===== src/rtl/uart_arb_pkg.sv =====
// Shared types and APB widths for the UART APB arbiter slice.
package uart_arb_pkg;

    typedef enum logic [1:0] {IDLE, SETUP, ACCESS, RESP} arb_state_t;

    localparam int APB_AW = 12;
    localparam int APB_DW = 8;
    localparam int APB_RW = 32;

endpackage


===== src/rtl/rr_arbiter.sv =====
// Round-robin find-first arbiter with registered pointer; combinational grant, pointer moves on advance.
// UART_ARB_PRIORITY_EN: requester 0 preempts and the pointer rotates only among 1..NUM_REQ-1.
module rr_arbiter #(
    parameter int NUM_REQ = 4
) (
    input  logic               PCLK,
    input  logic               PRESETn,
    input  logic [NUM_REQ-1:0] req,
    input  logic               advance,
    output logic [NUM_REQ-1:0] grant,
    output logic               grant_any
);
    localparam int PW = (NUM_REQ > 1) ? $clog2(NUM_REQ) : 1;

    logic [PW-1:0]      ptr;
    logic [PW-1:0]      gidx;
    logic [PW:0]        idx;
    logic [NUM_REQ-1:0] cand;

    always_comb begin
        cand      = req;
        grant_any = 1'b0;
        gidx      = '0;
        idx       = '0;
`ifdef UART_ARB_PRIORITY_EN
        cand[0] = 1'b0;
`endif
        for (int i = 0; i < NUM_REQ; i++) begin
            idx = {1'b0, ptr} + (PW+1)'(i);
            if (idx >= (PW+1)'(NUM_REQ))
                idx = idx - (PW+1)'(NUM_REQ);
            if (!grant_any && cand[idx[PW-1:0]]) begin
                grant_any = 1'b1;
                gidx      = idx[PW-1:0];
            end
        end
`ifdef UART_ARB_PRIORITY_EN
        if (req[0]) begin
            grant_any = 1'b1;
            gidx      = '0;
        end
`endif
        grant = grant_any ? (NUM_REQ'(1) << gidx) : '0;
    end

    always_ff @(posedge PCLK or negedge PRESETn) begin
        if (!PRESETn) begin
            ptr <= '0;
        end else if (advance && grant_any) begin
`ifdef UART_ARB_PRIORITY_EN
            // Requester 0 sits outside the rotation, so its grants leave the pointer alone.
            if (gidx != '0)
                ptr <= (gidx == PW'(NUM_REQ-1)) ? '0 : gidx + PW'(1);
`else
            ptr <= (gidx == PW'(NUM_REQ-1)) ? '0 : gidx + PW'(1);
`endif
        end
    end

endmodule


===== src/rtl/uart_apb_arbiter.sv =====
// Shares one APB UART slave among NUM_REQ requesters; grant->SETUP->ACCESS->RESP, rsp at grant+3 with zero wait.
// PREADY wait states stretch ACCESS up to TIMEOUT_CYCLES; UART_ARB_PRIORITY_EN makes requester 0 preemptive.
module uart_apb_arbiter
    import uart_arb_pkg::*;
#(
    parameter int NUM_REQ        = 4,
    parameter int TIMEOUT_CYCLES = 1024
) (
    input  logic                      PCLK,
    input  logic                      PRESETn,
    input  logic [NUM_REQ-1:0]        req_valid,
    input  logic [NUM_REQ-1:0]        req_write,
    input  logic [NUM_REQ*APB_AW-1:0] req_addr,
    input  logic [NUM_REQ*APB_DW-1:0] req_wdata,
    output logic [NUM_REQ-1:0]        req_ready,
    output logic [NUM_REQ-1:0]        rsp_valid,
    output logic [APB_RW-1:0]         rsp_rdata,
    output logic                      rsp_err,
    output logic                      PSEL,
    output logic                      PENABLE,
    output logic                      PWRITE,
    output logic [APB_AW-1:0]         PADDR,
    output logic [APB_DW-1:0]         PWDATA,
    input  logic                      PREADY,
    input  logic [APB_RW-1:0]         PRDATA,
    output logic                      busy
);
    localparam int TW = $clog2(TIMEOUT_CYCLES) + 1;

    arb_state_t         state, state_nxt;
    logic               run;
    logic [NUM_REQ-1:0] grant, grant_reg;
    logic               grant_any, accept, timeout_hit;
    logic               sel_write;
    logic [APB_AW-1:0]  sel_addr;
    logic [APB_DW-1:0]  sel_wdata;
    logic [TW-1:0]      tcnt;

    rr_arbiter #(.NUM_REQ(NUM_REQ)) u_rr (
        .PCLK      (PCLK),
        .PRESETn   (PRESETn),
        .req       (req_valid),
        .advance   (accept),
        .grant     (grant),
        .grant_any (grant_any)
    );

    // run keeps req_ready low while reset is held even though the arbiter is combinational.
    assign accept      = (state == IDLE) && run && grant_any;
    assign req_ready   = accept ? grant : '0;
    assign rsp_valid   = (state == RESP) ? grant_reg : '0;
    assign PSEL        = (state == SETUP) || (state == ACCESS);
    assign PENABLE     = (state == ACCESS);
    assign busy        = (state != IDLE);
    assign timeout_hit = (tcnt == TW'(TIMEOUT_CYCLES - 1));

    always_comb begin
        sel_write = 1'b0;
        sel_addr  = '0;
        sel_wdata = '0;
        for (int i = 0; i < NUM_REQ; i++) begin
            if (grant[i]) begin
                sel_write = sel_write | req_write[i];
                sel_addr  = sel_addr  | req_addr[i*APB_AW +: APB_AW];
                sel_wdata = sel_wdata | req_wdata[i*APB_DW +: APB_DW];
            end
        end
    end

    always_comb begin
        state_nxt = state;
        case (state)
            IDLE:    if (accept) state_nxt = SETUP;
            SETUP:   state_nxt = ACCESS;
            ACCESS:  if (PREADY || timeout_hit) state_nxt = RESP;
            RESP:    state_nxt = IDLE;
            default: state_nxt = IDLE;
        endcase
    end

    always_ff @(posedge PCLK or negedge PRESETn) begin
        if (!PRESETn) begin
            state     <= IDLE;
            run       <= 1'b0;
            grant_reg <= '0;
            PWRITE    <= 1'b0;
            PADDR     <= '0;
            PWDATA    <= '0;
            tcnt      <= '0;
            rsp_rdata <= '0;
            rsp_err   <= 1'b0;
        end else begin
            state <= state_nxt;
            run   <= 1'b1;
            if (accept) begin
                grant_reg <= grant;
                PWRITE    <= sel_write;
                PADDR     <= sel_addr;
                PWDATA    <= sel_wdata;
            end
            if (state == ACCESS) begin
                if (PREADY) begin
                    rsp_rdata <= PWRITE ? '0 : PRDATA;
                    rsp_err   <= 1'b0;
                    tcnt      <= '0;
                end else if (timeout_hit) begin
                    rsp_rdata <= '0;
                    rsp_err   <= 1'b1;
                end else begin
                    tcnt <= tcnt + TW'(1);
                end
            end else if (state == RESP) begin
                tcnt <= '0;
            end
        end
    end

endmodule


===== config.mk =====
export PLATFORM = sky130hd
export DESIGN_NAME = uart_apb_arbiter
export DESIGN_NICKNAME = d
export VERILOG_FILES = /design/src/rtl/uart_arb_pkg.sv /design/src/rtl/rr_arbiter.sv /design/src/rtl/uart_apb_arbiter.sv
export SDC_FILE = /design/constraint.sdc
export NUM_CORES = 1
export LEC_CHECK = 0
export BUFFER_PORTS_ARGS = -buffer_cell sky130_fd_sc_hd__buf_2
export CAP_MARGIN = 20
export CORE_UTILIZATION = 35
export DETAILED_ROUTE_END_ITERATION = 16
export PLACE_DENSITY = 0.76
export SYNTH_ARGS = -nofsm -noshare
export SYNTH_HDL_FRONTEND = slang
export SYNTH_SLANG_ARGS = --single-unit

===== constraint.sdc =====
create_clock -name PCLK -period 2.3 [get_ports PCLK]
set_clock_uncertainty 0.15 [all_clocks]
set_input_delay 0.115 -clock PCLK [delete_from_list [all_inputs] [get_ports PCLK]]
set_output_delay 0.115 -clock PCLK [all_outputs]
set_load 0.01 [all_outputs]

==> results by group <==
Worst setup path
  – Reg-to-Reg Start: u_rr.ptr[1]
  – Worst EP required: 2.04 ns
  – CP Launch Type: register
  – Critical-path cell list: nand2b_4 -> and3_4 -> a311oi_4 -> buf_6 -> ha_4 -> and2_1 -> buf_4
  – CP max stage delay: 0.42 ns
  – WP data arrival: 2.01 ns
  – Crit Path Category: register to primary output
  – CP endpoint kind: primary output
  – Worst setup path start: u_rr.ptr[1]
  – Worst-path maximum fanout: 4
  – Slowest CP cell: dfrtp_1

Detailed routing
  – Vias per cell: 5.40
  – Remaining antenna violation count: 0
  – Wire length per cell: 17.7 um
  – First-pass DRT Iterations: 7
  – Drc violations: 0
  – Drt total wl: 13,700 um
  – 1st-iter DRT viols: 191
  – Via count: 4,177

Die
  – # IOs: 188
  – Die area: 10,400 um2
  – Die extent in y: 102 um
  – Starting density of the core: 36.1%
  – Core footprint: 9730 um2
  – Site Rows: 36
  – DIE WIDTH: 102 um

Final layout
  – Nets@finish: 768
  – End-of-flow core utilization: 64.5%
  – Post-route cell area: 6270 um2
  – Top Registers: rsp_rdata x32, PADDR x12, tcnt x11
  – Max reg flops: 32
  – Number of fill cells: 724
  – Area Overhead vs Synth: 78.6%
  – Layout cells sized above 1: 39.6%
  – Biggest register: rsp_rdata
  – Antenna cells: 0

Yosys
  – Number of enable flip-flop cells after synthesis: 0
  – Syn avg cell area: 11.1 um2
  – Syn nets: 449
  – Cell taking the most area after synthesis: dfrtp_1
  – Most frequent cell after synthesis: dfrtp_1
  – Synthesis-stage register bit count: 74
  – Post-synth top cells: dfrtp_1 (74), a22oi_1 (42), a22o_1 (32), nor2_1 (28), a31oi_1 (23)
  – Mapped Cells: 317
  – Share of synthesized registers carrying an async set or reset: 100%
  – YS warnings: 0
  – Top post-synthesis cells by area: dfrtp_1 (53%), a22oi_1 (9.0%), a22o_1 (8.0%)
  – Main synth FF type: dfrtp_1
  – Post-synth cell types: 45
  – Post-Syn Area: 3510 um2
  – Seq/Total Area, Yosys: 52.7%
  – Top-area cell type share of the netlist area: 52.7%

Timing
  – Final Max Slew Viols: 0
  – Hold Slack: 0.114 ns
  – Slew @ Worst Pin: 0.553 ns
  – Setup_tns: 0 ns
  – Crit path time final: 2.27 ns
  – RSZ-0062 raised after global routing: yes
  – F_max: 0.440 GHz
  – Fin. Hold Viols: 0
  – Slew headroom: 62.7%
  – Final period utilization: 98.7%
  – Final setup viols: 0

GRT
  – Largest net degree at the start of global routing: 54
  – GRT Total Usage: 24.9%
  – Total gr overflow: 0
  – First-pass GRT wire length: 19,400 um
  – Initial antenna violation count: 0
  – Vias in the first global route: 4,030

Place
  – Gp weighted congestion: 0.887
  – Dpl cell area: 4720 um2
  – IO Port Bufs: 187
  – Hpwl dp: 7480 um

Power and ir drop
  – Tot Pwr: 0.00600 W
  – Power density over cell area: 957 nW/um2
  – VDD IR max: 0.000542 V
  – P_leak: 3.06 nW

CTS
  – Clock-pin transition on the worst setup and hold timing paths: 0.08 ns
  – CTS tree: yes
  – Sink Count: 74
  – Max clock buf depth: 2
  – Clk Latency, worst-skew pair: 0.35 ns
  – CTS root buf: clkbuf_8
  – H-tree levels: 3
  – CTS buffer count: 9

Min path
  – Min-delay worst type: primary input to async pin

Run status
  – Status: complete, no violations

Job
  – MaxCap Viol Count: 0
-- layout make-up --
cell class | instances | area (um2) | area share (%)
repair buffers | 328 | 2380 | 38.0
clock buffers | 12 | 155 | 2.47
well taps | 133 | 166 | 2.65
clock inverters | 4 | 26.3 | 0.419
inverters | 7 | 26.3 | 0.419
flip-flops and latches | 74 | 1850 | 29.5
multi-input cells | 216 | 1660 | 26.5
-- kinds of logic (layout without fill, tap and decap cells) --
| group | after synthesis | after routing | share of synthesized area, % |
|---|---|---|---|
| AOI/OAI and AO/OA | 133 | 133 | 28.0 |
| adders and majority gates | 9 | 9 | 3.21 |
| buffers and inverters | 27 | 351 | 3.24 |
| DFF | 74 | 74 | 52.7 |
| muxes | 6 | 6 | 1.92 |
| other | 1 | 1 | 0.107 |
| and+or+nand+nor | 67 | 67 | 10.8 |
-- repair_timing --
item,CTS,global route
endpoints found under the setup margin,4,23
hold buffers,118,0
hold endpoints to repair,128,0
pin swaps,1,1
setup buffers,4,5
gates cloned,0,1
gates resized for setup,5,20
-- per-stage QoR --
| step | std cells | setup WS, ns |
|---|---|---|
| after floorplan | 317 | 0.0723 |
| after global placement | 632 | 0.154 |
| after detailed placement | 632 | 0.0912 |
| after CTS | 769 | -0.0132 |
| after global routing | 774 | -0.0414 |
| final | 774 | 0.0296 |
-- metal layers --
layer	track usage (%)	part of all wire (%)	wire length, um	vias up
li1	-	-	-	1854
met1	26.3	37	5000	1995
met2	44.0	51	6940	256
met3	6.57	7.3	1000	72
met4	15.9	5.4	738	0
met5	0	0	0	-
-- critical path, delay by kind of cell (launching register included) --
kind                       cells  cell delay (ns)
and+or+nand+nor                3             0.46
DFF                            1             0.42
buffers and inverters          2             0.30
AOI/OAI and AO/OA              1             0.30
adders and majority gates      1             0.17
-- cells in the final DEF, fill, tap and decap left out, types with 9 or more instances in the layout --
| cell type | count |
|---|---|
| a31oi_1 | 23 |
| a21oi_1 | 9 |
| dfrtp_1 | 74 |
| a22oi_1 | 41 |
| nor2_1 | 27 |
| clkbuf_8 | 11 |
| buf_4 | 19 |
| o21ai_0 | 11 |
| dlygate4sd3_1 | 118 |
| a22o_1 | 32 |
| buf_2 | 182 |
-- path summary, 6_finish.rpt --
kind / endpoint / cells past startpoint / slack, ns
worst min register to register: rsp_rdata[27] / 1 / 0.35
max in group asynchronous: PWRITE / 3 / 1.31
worst max-delay path: req_ready[1] / 7 / 0.03
worst max register to register: PWDATA[6] / 9 / 0.07
min in group PCLK: grant_reg[2] / 5 / 0.34
worst min-delay path: rsp_rdata[19] / 2 / 0.11
-- where the power goes --
part	internal [W]	switching, W	leakage, nW	total, W
clock	0.000449	0.000484	0.0924	0.000933
sequential	0.00175	0.000284	0.933	0.00203
combinational	0.00147	0.00157	2.03	0.00304
total	0.00367	0.00234	3.06	0.00600
Note: power is estimated with default switching activity, not from simulation.
